File: config.mk
export PLATFORM = sky130hd
export DESIGN_NAME = gate_activation_buffer
export DESIGN_NICKNAME = d
export VERILOG_FILES = /design/src/rtl/matvec_pkg.sv /design/src/rtl/act_pwl.sv /design/src/rtl/gate_activation_buffer.sv
export SDC_FILE = /design/constraint.sdc
export NUM_CORES = 2
export LEC_CHECK = 0
export CORE_MARGIN = 10
export CORE_UTILIZATION = 35
export CTS_CLUSTER_DIAMETER = 120
export DETAILED_ROUTE_END_ITERATION = 6
export PLACE_DENSITY_LB_ADDON = 0.3
export SLEW_MARGIN = 25
export SYNTH_ARGS = -nofsm -noshare
export SYNTH_HDL_FRONTEND = slang
export SYNTH_SLANG_ARGS = --single-unit
export TNS_END_PERCENT = 1
File: constraint.sdc
create_clock -name clk -period 2.55 [get_ports clk]
set_input_delay 0.51 -clock clk [delete_from_list [all_inputs] [get_ports clk]]
set_output_delay 0.51 -clock clk [all_outputs]
set_load 0.01 [all_outputs]
File: src/rtl/matvec_pkg.sv
// rtl/matvec_pkg.sv - shared Q4.12 constants, enums and saturation helper
package matvec_pkg;

  localparam int Q_FRAC = 12;
  localparam int ONE_Q  = 1 << Q_FRAC;

  typedef enum logic [1:0] {
    ACT_IDENTITY     = 2'b00,
    ACT_HSIGMOID     = 2'b01,
    ACT_HTANH        = 2'b10,
    ACT_IDENTITY_ALT = 2'b11
  } act_sel_e;

  typedef enum logic [1:0] {
    ST_IDLE    = 2'b00,
    ST_COLLECT = 2'b01,
    ST_READY   = 2'b10
  } gab_state_e;

  // Clamps v to the signed range of a width-bit word; caller truncates the result.
  function automatic logic signed [63:0] sat_to_width(input logic signed [63:0] v,
                                                      input int unsigned      width);
    logic signed [63:0] hi;
    logic signed [63:0] lo;
    hi = (64'sd1 <<< (width - 1)) - 64'sd1;
    lo = -hi - 64'sd1;
    if (v > hi) return hi;
    if (v < lo) return lo;
    return v;
  endfunction

endpackage

File: src/rtl/act_pwl.sv
// rtl/act_pwl.sv - combinational piecewise-linear activation (identity, hard sigmoid, hard tanh)
module act_pwl
  import matvec_pkg::*;
#(
  parameter int DATA_WIDTH = 16
) (
  input  logic signed [DATA_WIDTH+1:0] x,
  input  act_sel_e                     act_sel,
  output logic signed [DATA_WIDTH-1:0] y
);

  localparam int W = DATA_WIDTH + 4;
  localparam logic signed [W-1:0] ONE_W  = W'(ONE_Q);
  localparam logic signed [W-1:0] HALF_W = W'(ONE_Q / 2);

  logic signed [W-1:0] xw;
  logic signed [W-1:0] sig;
  logic signed [W-1:0] r;

  always_comb begin
    xw  = W'(x);
    sig = (xw >>> 2) + HALF_W;
    r   = xw;
    case (act_sel)
      ACT_HSIGMOID: r = (sig < 0) ? '0 : ((sig > ONE_W) ? ONE_W : sig);
      ACT_HTANH:    r = (xw < -ONE_W) ? -ONE_W : ((xw > ONE_W) ? ONE_W : xw);
      default:      r = xw;
    endcase
    y = DATA_WIDTH'(sat_to_width(64'(r), DATA_WIDTH));
  end

endmodule

File: src/rtl/gate_activation_buffer.sv
// rtl/gate_activation_buffer.sv - collects activated matvec rows and serves BANDWIDTH-wide reads
// Optional per-row bias add before activation: GAB_BIAS_ADD_EN.
module gate_activation_buffer
  import matvec_pkg::*;
#(
  parameter int MAX_ROWS   = 64,
  parameter int BANDWIDTH  = 4,
  parameter int DATA_WIDTH = 16
) (
  input  logic                                 clk,
  input  logic                                 rst_n,
  input  logic                                 start,
  input  logic [$clog2(MAX_ROWS):0]            num_rows,
  input  logic [1:0]                           act_sel,
  input  logic signed [DATA_WIDTH-1:0]         result_in,
  input  logic                                 result_valid,
`ifdef GAB_BIAS_ADD_EN
  input  logic signed [DATA_WIDTH-1:0]         bias_in,
`endif
  input  logic                                 out_read_en,
  input  logic [$clog2(MAX_ROWS)-1:0]          out_base_addr,
  output logic [BANDWIDTH-1:0][DATA_WIDTH-1:0] out_data,
  output logic                                 out_valid,
  output logic                                 busy,
  output logic                                 done,
  output logic                                 overrun
);

  localparam int AW = $clog2(MAX_ROWS);
  localparam int RW = AW + 1;
  localparam int XW = DATA_WIDTH + 2;
  localparam int IW = RW + $clog2(BANDWIDTH + 1);

  gab_state_e                          state;
  gab_state_e                          next_state;
  logic [RW-1:0]                       row;
  logic [RW-1:0]                       target;
  act_sel_e                            act_q;
  logic                                s1_vld;
  logic signed [DATA_WIDTH-1:0]        s1_val;
  logic signed [DATA_WIDTH-1:0]        buffer [MAX_ROWS];
  logic signed [XW-1:0]                x_in;
  logic signed [DATA_WIDTH-1:0]        act_y;
  logic [BANDWIDTH-1:0][DATA_WIDTH-1:0] rd_data;
  logic                                in_collect;
  logic                                beat;
  logic                                write_row;
  logic                                last_write;

`ifdef GAB_BIAS_ADD_EN
  logic signed [DATA_WIDTH:0]   x_sum;
  logic signed [DATA_WIDTH-1:0] x_sat;

  always_comb begin
    x_sum = (DATA_WIDTH + 1)'(result_in) + (DATA_WIDTH + 1)'(bias_in);
    x_sat = DATA_WIDTH'(sat_to_width(64'(x_sum), DATA_WIDTH));
    x_in  = XW'(x_sat);
  end
`else
  assign x_in = XW'(result_in);
`endif

  act_pwl #(.DATA_WIDTH(DATA_WIDTH)) u_act (
    .x      (x_in),
    .act_sel(act_q),
    .y      (act_y)
  );

  // A start in the same cycle wins over both pipeline stages.
  assign in_collect = (state == ST_COLLECT);
  assign beat       = result_valid && in_collect && !start;
  assign write_row  = s1_vld && in_collect && !start;
  assign last_write = write_row && ((row + RW'(1)) == target);

  always_ff @(posedge clk or negedge rst_n) begin
    if (!rst_n) state <= ST_IDLE;
    else        state <= next_state;
  end

  always_comb begin
    next_state = state;
    if (start)                                        next_state = ST_COLLECT;
    else if (in_collect && (target == '0 || last_write)) next_state = ST_READY;
  end

  always_comb begin
    busy = in_collect;
  end

  always_ff @(posedge clk or negedge rst_n) begin
    if (!rst_n) begin
      row     <= '0;
      target  <= '0;
      act_q   <= ACT_IDENTITY;
      s1_vld  <= 1'b0;
      s1_val  <= '0;
      done    <= 1'b0;
      overrun <= 1'b0;
    end else begin
      done   <= in_collect && (next_state == ST_READY);
      s1_vld <= beat;
      if (beat) s1_val <= act_y;
      if (start) begin
        row     <= '0;
        target  <= (num_rows > RW'(MAX_ROWS)) ? RW'(MAX_ROWS) : num_rows;
        act_q   <= act_sel_e'(act_sel);
        overrun <= 1'b0;
      end else begin
        if (write_row) row <= row + RW'(1);
        if (result_valid && !in_collect) overrun <= 1'b1;
      end
    end
  end

  always_ff @(posedge clk) begin
    if (write_row) buffer[row[AW-1:0]] <= s1_val;
  end

  // Rows at or beyond the collected count read as zero, whatever the array still holds.
  for (genvar k = 0; k < BANDWIDTH; k++) begin : g_rd
    logic [IW-1:0] idx;
    logic [AW-1:0] addr;
    assign idx        = IW'(out_base_addr) + IW'(k);
    assign addr       = out_base_addr + AW'(k);
    assign rd_data[k] = (idx < IW'(row)) ? buffer[addr] : '0;
  end

  always_ff @(posedge clk or negedge rst_n) begin
    if (!rst_n) begin
      out_valid <= 1'b0;
      out_data  <= '0;
    end else begin
      out_valid <= out_read_en && (state == ST_READY);
      if (out_read_en && (state == ST_READY)) out_data <= rd_data;
    end
  end

endmodule

* Word level (Yosys, flattened, before mapping) *
Memories as Yosys holds them, arrays and structs flattened.
Index checks and enable logic that the tools add are counted.
W data, S select, Z words.

cells by class
  reduce and logical (&&, ||, !) cells = 15
  bitwise operators = 0
  magnitude comparators = 11
  equality and inequality tests = 6
  div/mod/pow operators = 0
  muxes and demuxes = 25
  add/sub/neg operators = 8
  shifts and indexed selects = 0
  $mul = 0

operators with widths
  cell                      number
  $mux W16                  8
  $mux W20                  4
  $pmux W20 S2              1
  $lt A7 B7 Y1              3
  $mux W7                   3
  $gt A20 B16 Y1 const B    1
  $lt A20 B16 Y1 const B    1
  $gt A16 B14 Y1 const B    1
  $lt A16 B13 Y1 const B    1
  $add A14 B13 Y15 const B  1
  $gt A15 B14 Y1 const B    1
  $lt A15 B1 Y1 const B     1
  $add A6 B2 Y7 const B     2
  $add A6 B2 Y6 const B     2
  $logic_and A1 B1 Y1       9
  $add A6 B1 Y7 const B     1
  $add A7 B1 Y7 const B     1
  $eq A7 B7 Y1              1
  $gt A7 B7 Y1 const B      1
  $logic_not A7 Y1          1
  $lt A6 B7 Y1              1
  $mux W1                   7
  $add A6 B1 Y6 const B     1
  $eq A2 B2 Y1 const B      3
  5 further kinds           9

word-level totals
  flip-flop bits (word level) = 102
  bits in writable memories = 1024
  ROM bits = 0
  latch bits = 0
  memories = 1

memories
  memory  depth  width  read ports  clocked after memory_dff  write ports  line                          source
  buffer  64     16     4           0                         1            gate_activation_buffer.sv:41  logic signed [DATA_WIDTH-1:0] buffer [MAX_ROWS];

* Logic depth before layout (Yosys ltp) *
  word-level depth = 10
  depth in mapped cells = 21

* Cells and area by module *
Synthesis repeated with hierarchy kept, for this count alone.

second synthesis, totals
  cells, all modules = 4211
  area total of the unflattened synthesis = 69526.7 µm²

modules (own cells, without submodules)
  module                  cells each  times used  area an instance (µm²)  seq. area each (µm²)
  gate_activation_buffer  4134        1           68982.4                 33301.9
  act_pwl                 77          1           544.3                   0.0

* Least setup slack after synthesis *
Ideal clock, no wire load.

  kind = input to register
  start = input out_base_addr[1]
  end = register out_data[51] (netlist bit)
  cell stages on the path = 19
  slack = -2568 ps
  arrival time = 5051 ps
  required time = 2484 ps
  buffers on the path = 8
  setup time = 66 ps
  cell sequence = buf_2 inv_2 clkbuf_1 buf_1 clkbuf_1 ha_1 xor2_2 inv_2 buf_2 buf_2 buf_2 buf_1 ha_1 a21o_1 a31oi_1 o21ai_1 nor3_1 a22o_1 a221o_1

between the ends
  longest elaborated chain between the ends = 3
  elaborated cells between the ends (all ways) = 5
  classes of those cells = add/sub: 2; order compare: 1; mux: 1; memory: 1

ends and longest elaborated chain
  what                                             line                                                          source
  from (decl)                                      gate_activation_buffer.sv:21                                  input logic [$clog2(MAX_ROWS)-1:0] out_base_addr,
  $add A6 B2 Y6 or $add A6 B2 Y7 (tied branches)   gate_activation_buffer.sv:124, gate_activation_buffer.sv:123
  $mem_v2 Z64 W16 or $lt A7 B7 Y1 (tied branches)  -
  $mux W16 *                                       gate_activation_buffer.sv:125                                 assign rd_data[k] = (idx < IW'(row)) ? buffer[addr] : '0;
  to (signal assigned)                             gate_activation_buffer.sv:134                                 if (out_read_en && (state == ST_READY)) out_data <= rd_data;
  to (decl)                                        gate_activation_buffer.sv:22                                  output logic [BANDWIDTH-1:0][DATA_WIDTH-1:0] out_data,

Mark *: on every way between the ends. The rest lies on a longest branch, timed or not.
A chain may end at the register's enable or synchronous reset.

* Worst setup path in the final report *
  start = register row[2]
  end = register out_data[45] (netlist bit)

between the ends
  longest elaborated chain between the ends = 2

ends and longest elaborated chain
  what                    line                           source
  from (decl)             gate_activation_buffer.sv:36   logic [RW-1:0] row;
  from (signal assigned)  gate_activation_buffer.sv:109  if (write_row) row <= row + RW'(1);
  $lt A7 B7 Y1            gate_activation_buffer.sv:125
  $mux W16                gate_activation_buffer.sv:125

Every way passes these cells.

==> flow_metrics.py <==
metrics = {
    "run_status": {
        "status": "complete, but fails checks",
        "violations": "negative setup slack",
    },
    "timing": {
        "fmax_ghz": 0.3580,
        "finalClockSkew_ps": 37.93,
        "finalCritPeriodShare_pct": 109.5,
        "setup_violations": 24,
        "worst_slack_ps": -243.0,
        "slew_violations": 0,
        "fin_crit_ps": 2793,
        "worst_slew_pin_slew_ps": 886.5,
        "timing.setup.tns_ps": -3229,
        "slew_headroom_pct": 40.90,
        "final_hold_viol_count": 0,
        "rsz0062_at_grt": "yes",
    },
    "cts": {
        "clk_pin_slew_ps": 60,
        "cts_root_buf": "clkbuf_16",
        "cts.path.max_buffers": 3,
        "cts.sinks": 1126,
        "numCtsBuffers": 121,
        "cts_tree": "built",
        "clk_latency_ps": 780,
        "htreeDepth": 3,
    },
    "critical_path": {
        "cpPeakStageDelay_ps": 390,
        "crit_required_ps": 3150,
        "crit_path_start_kind": "flip-flop",
        "worstSetupPathType": "flip-flop to flip-flop",
        "crit_chain": "inv_4 > buf_4 > buf_4 > ha_1 > nand2_1 > o21ai_2 > buf_4 > a211oi_4 > buf_12 > buf_4 > and3_1 > a221oi_4 > o31ai_1",
        "arrival_ps": 3400,
        "end_kind": "flip-flop",
        "worst-path-buf-inv": 6,
        "path_common_cell": "buf_4",
        "slowest_stage": "dfrtp_1",
        "critPathTopFamily": "buffers and inverters",
        "path_max_fanout": 5,
    },
    "floorplan": {
        "num_io_pins": 104,
        "fp.dieH_um": 463.8,
        "fp-row-count": 162,
        "core_area_sq_um": 195400,
        "die_x_um": 463.8,
        "initial_core_util_pct": 35.28,
        "dieArea_sq_um": 215100,
    },
    "logic_synthesis": {
        "ys_seq_area_share_pct": 48.30,
        "ys_types": 78,
        "synth_area_sq_um": 68940,
        "yosys.area.top_type_share_pct": 44.60,
        "synth_nets": 4241,
        "synthTopCellsByArea": "edfxtp_1 45%, mux4_2 34%, dfrtp_1 3.7%",
        "yosysWarnings": 0,
        "synth_edf_count": 1024,
        "yosysTopAreaCell": "edfxtp_1",
        "synthCells": 4174,
        "synth_seq_cells": 1126,
        "yosys_most_used_dff": "edfxtp_1",
        "syn_area_per_cell_sq_um": 16.52,
        "async_flop_share_pct": 9.059,
    },
    "drt": {
        "vias": 50300,
        "via_per_inst": 6.718,
        "totalWireLength_mm": 283.6,
        "drt_first_iter_violations": 8184,
        "ant_nets": 0,
        "dr.pass1.iters": 7,
        "wl_per_cell_um": 37.87,
        "drcViolationCount": 0,
    },
    "place": {
        "placement.cell_area_sq_um": 79300,
        "dpl.hpwl_mm": 194.7,
        "port_buffers": 103,
        "gp_congestion": 0.9876,
    },
    "pwr": {
        "seq_power_share_pct": 43.5,
        "comb_power_share_pct": 20.2,
        "clock_power_share_pct": 36.3,
        "power.leakage_uw": 0.02823,
        "switching_power_uw": 14960,
        "powerDensity_nw_per_um2": 617.1,
        "netSwitchingFraction_pct": 28.76,
        "ir_drop_v": 0.0005764,
        "p_int_uw": 37040,
    },
    "global_routing": {
        "overflow": 0,
        "grt_pass1_wl_mm": 391.0,
        "grt_max_degree": 94,
        "antenna_found_initial": 16,
        "grt_pass1_vias": 47910,
        "grt_usage_pct": 25.49,
    },
    "cells_and_area": {
        "fin_area_sq_um": 84260,
        "final_common_cell": "mux4_2",
        "layout_common_cells": "1049 x mux4_2, 1024 x edfxtp_1, 551 x buf_4",
        "post-route-util_pct": 43.12,
        "drive_above_1_share_pct": 45.17,
        "area_growth_pct": 22.21,
        "fin_nets": 4820,
    },
    "run": {
        "drv_cap": 0,
    },
    "worst_hold_path": {
        "hp-class": "primary input to asynchronous set/reset pin",
    },
}
==> path summary, 6_finish.rpt <==
check                                       from      endpoint  slack [ps]  cells after the start
worst min-delay path                       rst_n     target[0]         290                      2
min in group clk                out_base_addr[5]  out_data[11]         300                      3
worst max register to register            row[2]  out_data[45]        -240                     13
max in group asynchronous                  rst_n  out_data[24]        1510                      3
worst min register to register          state[0]      state[0]         510                      2
worst max-delay path                      row[2]  out_data[45]        -240                     13
==> state kept, by name, indices dropped and copies added (netlist names) <==
| register | flops |
|---|---|
| s1_val | 16 |
| overrun | 1 |
| s1_vld | 1 |
| row | 7 |
| state | 2 |
| target | 7 |
| out_valid | 1 |
| act_q | 2 |
| done | 1 |
| buffer | 1024 |
| out_data | 64 |
==> area by class of cell <==
| type | instances | area (sq um) |
|---|---|---|
| antenna | 6 | 15.01 |
| clock buffer | 138 | 3196 |
| clock inverter | 89 | 1011 |
| fill | 17190 | 111100 |
| inverter | 34 | 148.9 |
| multi-input combinational | 2631 | 34400 |
| sequential | 1126 | 33340 |
| tap | 2624 | 3283 |
| timing repair buffer | 839 | 8867 |
==> per-stage QoR <==
stage          hold WS, ps  instances  total power, uW  setup slack [ps]
5_1_grt              299.5       7483            53290            -271.6
4_1_cts              262.9       7468            51830            -294.4
3_3_place_gp         477.2       7240            33000             -1187
3_5_place_dp         503.3       7240            33090             -1127
2_1_floorplan        214.4       4174            28120             -1257
6_report             288.4       7487            51990            -243.0
==> synthesized netlist by cell type, types with 15 or more instances <==
cell type / n
mux4_2: 1049
edfxtp_1: 1024
nand2_1: 417
mux2i_1: 190
nor2_1: 157
buf_2: 145
clkbuf_1: 126
dfrtp_1: 102
a21oi_1: 86
a211oi_1: 85
buf_4: 68
nand3_1: 57
o21ai_0: 57
a31oi_1: 47
a22oi_1: 45
nor2b_1: 44
and3_1: 43
a221oi_1: 38
ha_1: 31
buf_1: 30
nor3_1: 24
inv_1: 23
o22ai_1: 19
a32oi_1: 15
nand4_1: 15
or4b_1: 15
xnor2_1: 15
==> routing by layer <==
metal,part of all wire [%],up-vias,wire length [um],GRT usage [%]
met1,35,26170,97910,32.72
met2,44,4127,123900,37.75
li1,-,19110,-,-
met5,0.040,-,114,0
met3,13,875,38160,7.247
met4,8.3,18,23470,16.51
==> timing repair <==
item,CTS,global route
setup endpoints to repair,46,55
cloned,0,2
hold buffers,1,0
hold endpoints to repair,40,0
gates resized for setup,46,80
pin swaps,2,24
buffers inserted,0,11
==> cells by family after synthesis <==
| logic type | after synthesis | share of synthesized area [%] |
|---|---|---|
| mux | 1252 | 37.24 |
| flops | 1126 | 48.30 |
| simple gates | 814 | 5.258 |
| compound gates | 511 | 5.227 |
| buf+inv | 417 | 3.047 |
| fa+ha+maj | 31 | 0.5626 |
| xor+xnor | 23 | 0.3648 |
==> power groups by stage <==
stage                     sequential [uW]  clock [uW]  combinational (uW)
after global routing                22600       19800               10900
after floorplan                     23100           0                5050
after detailed placement            22900           0               10100
after CTS                           22600       19000               10200
final                               22600       18900               10500
after global placement              22900           0               10100
Note: power is estimated with default switching activity, not from simulation.
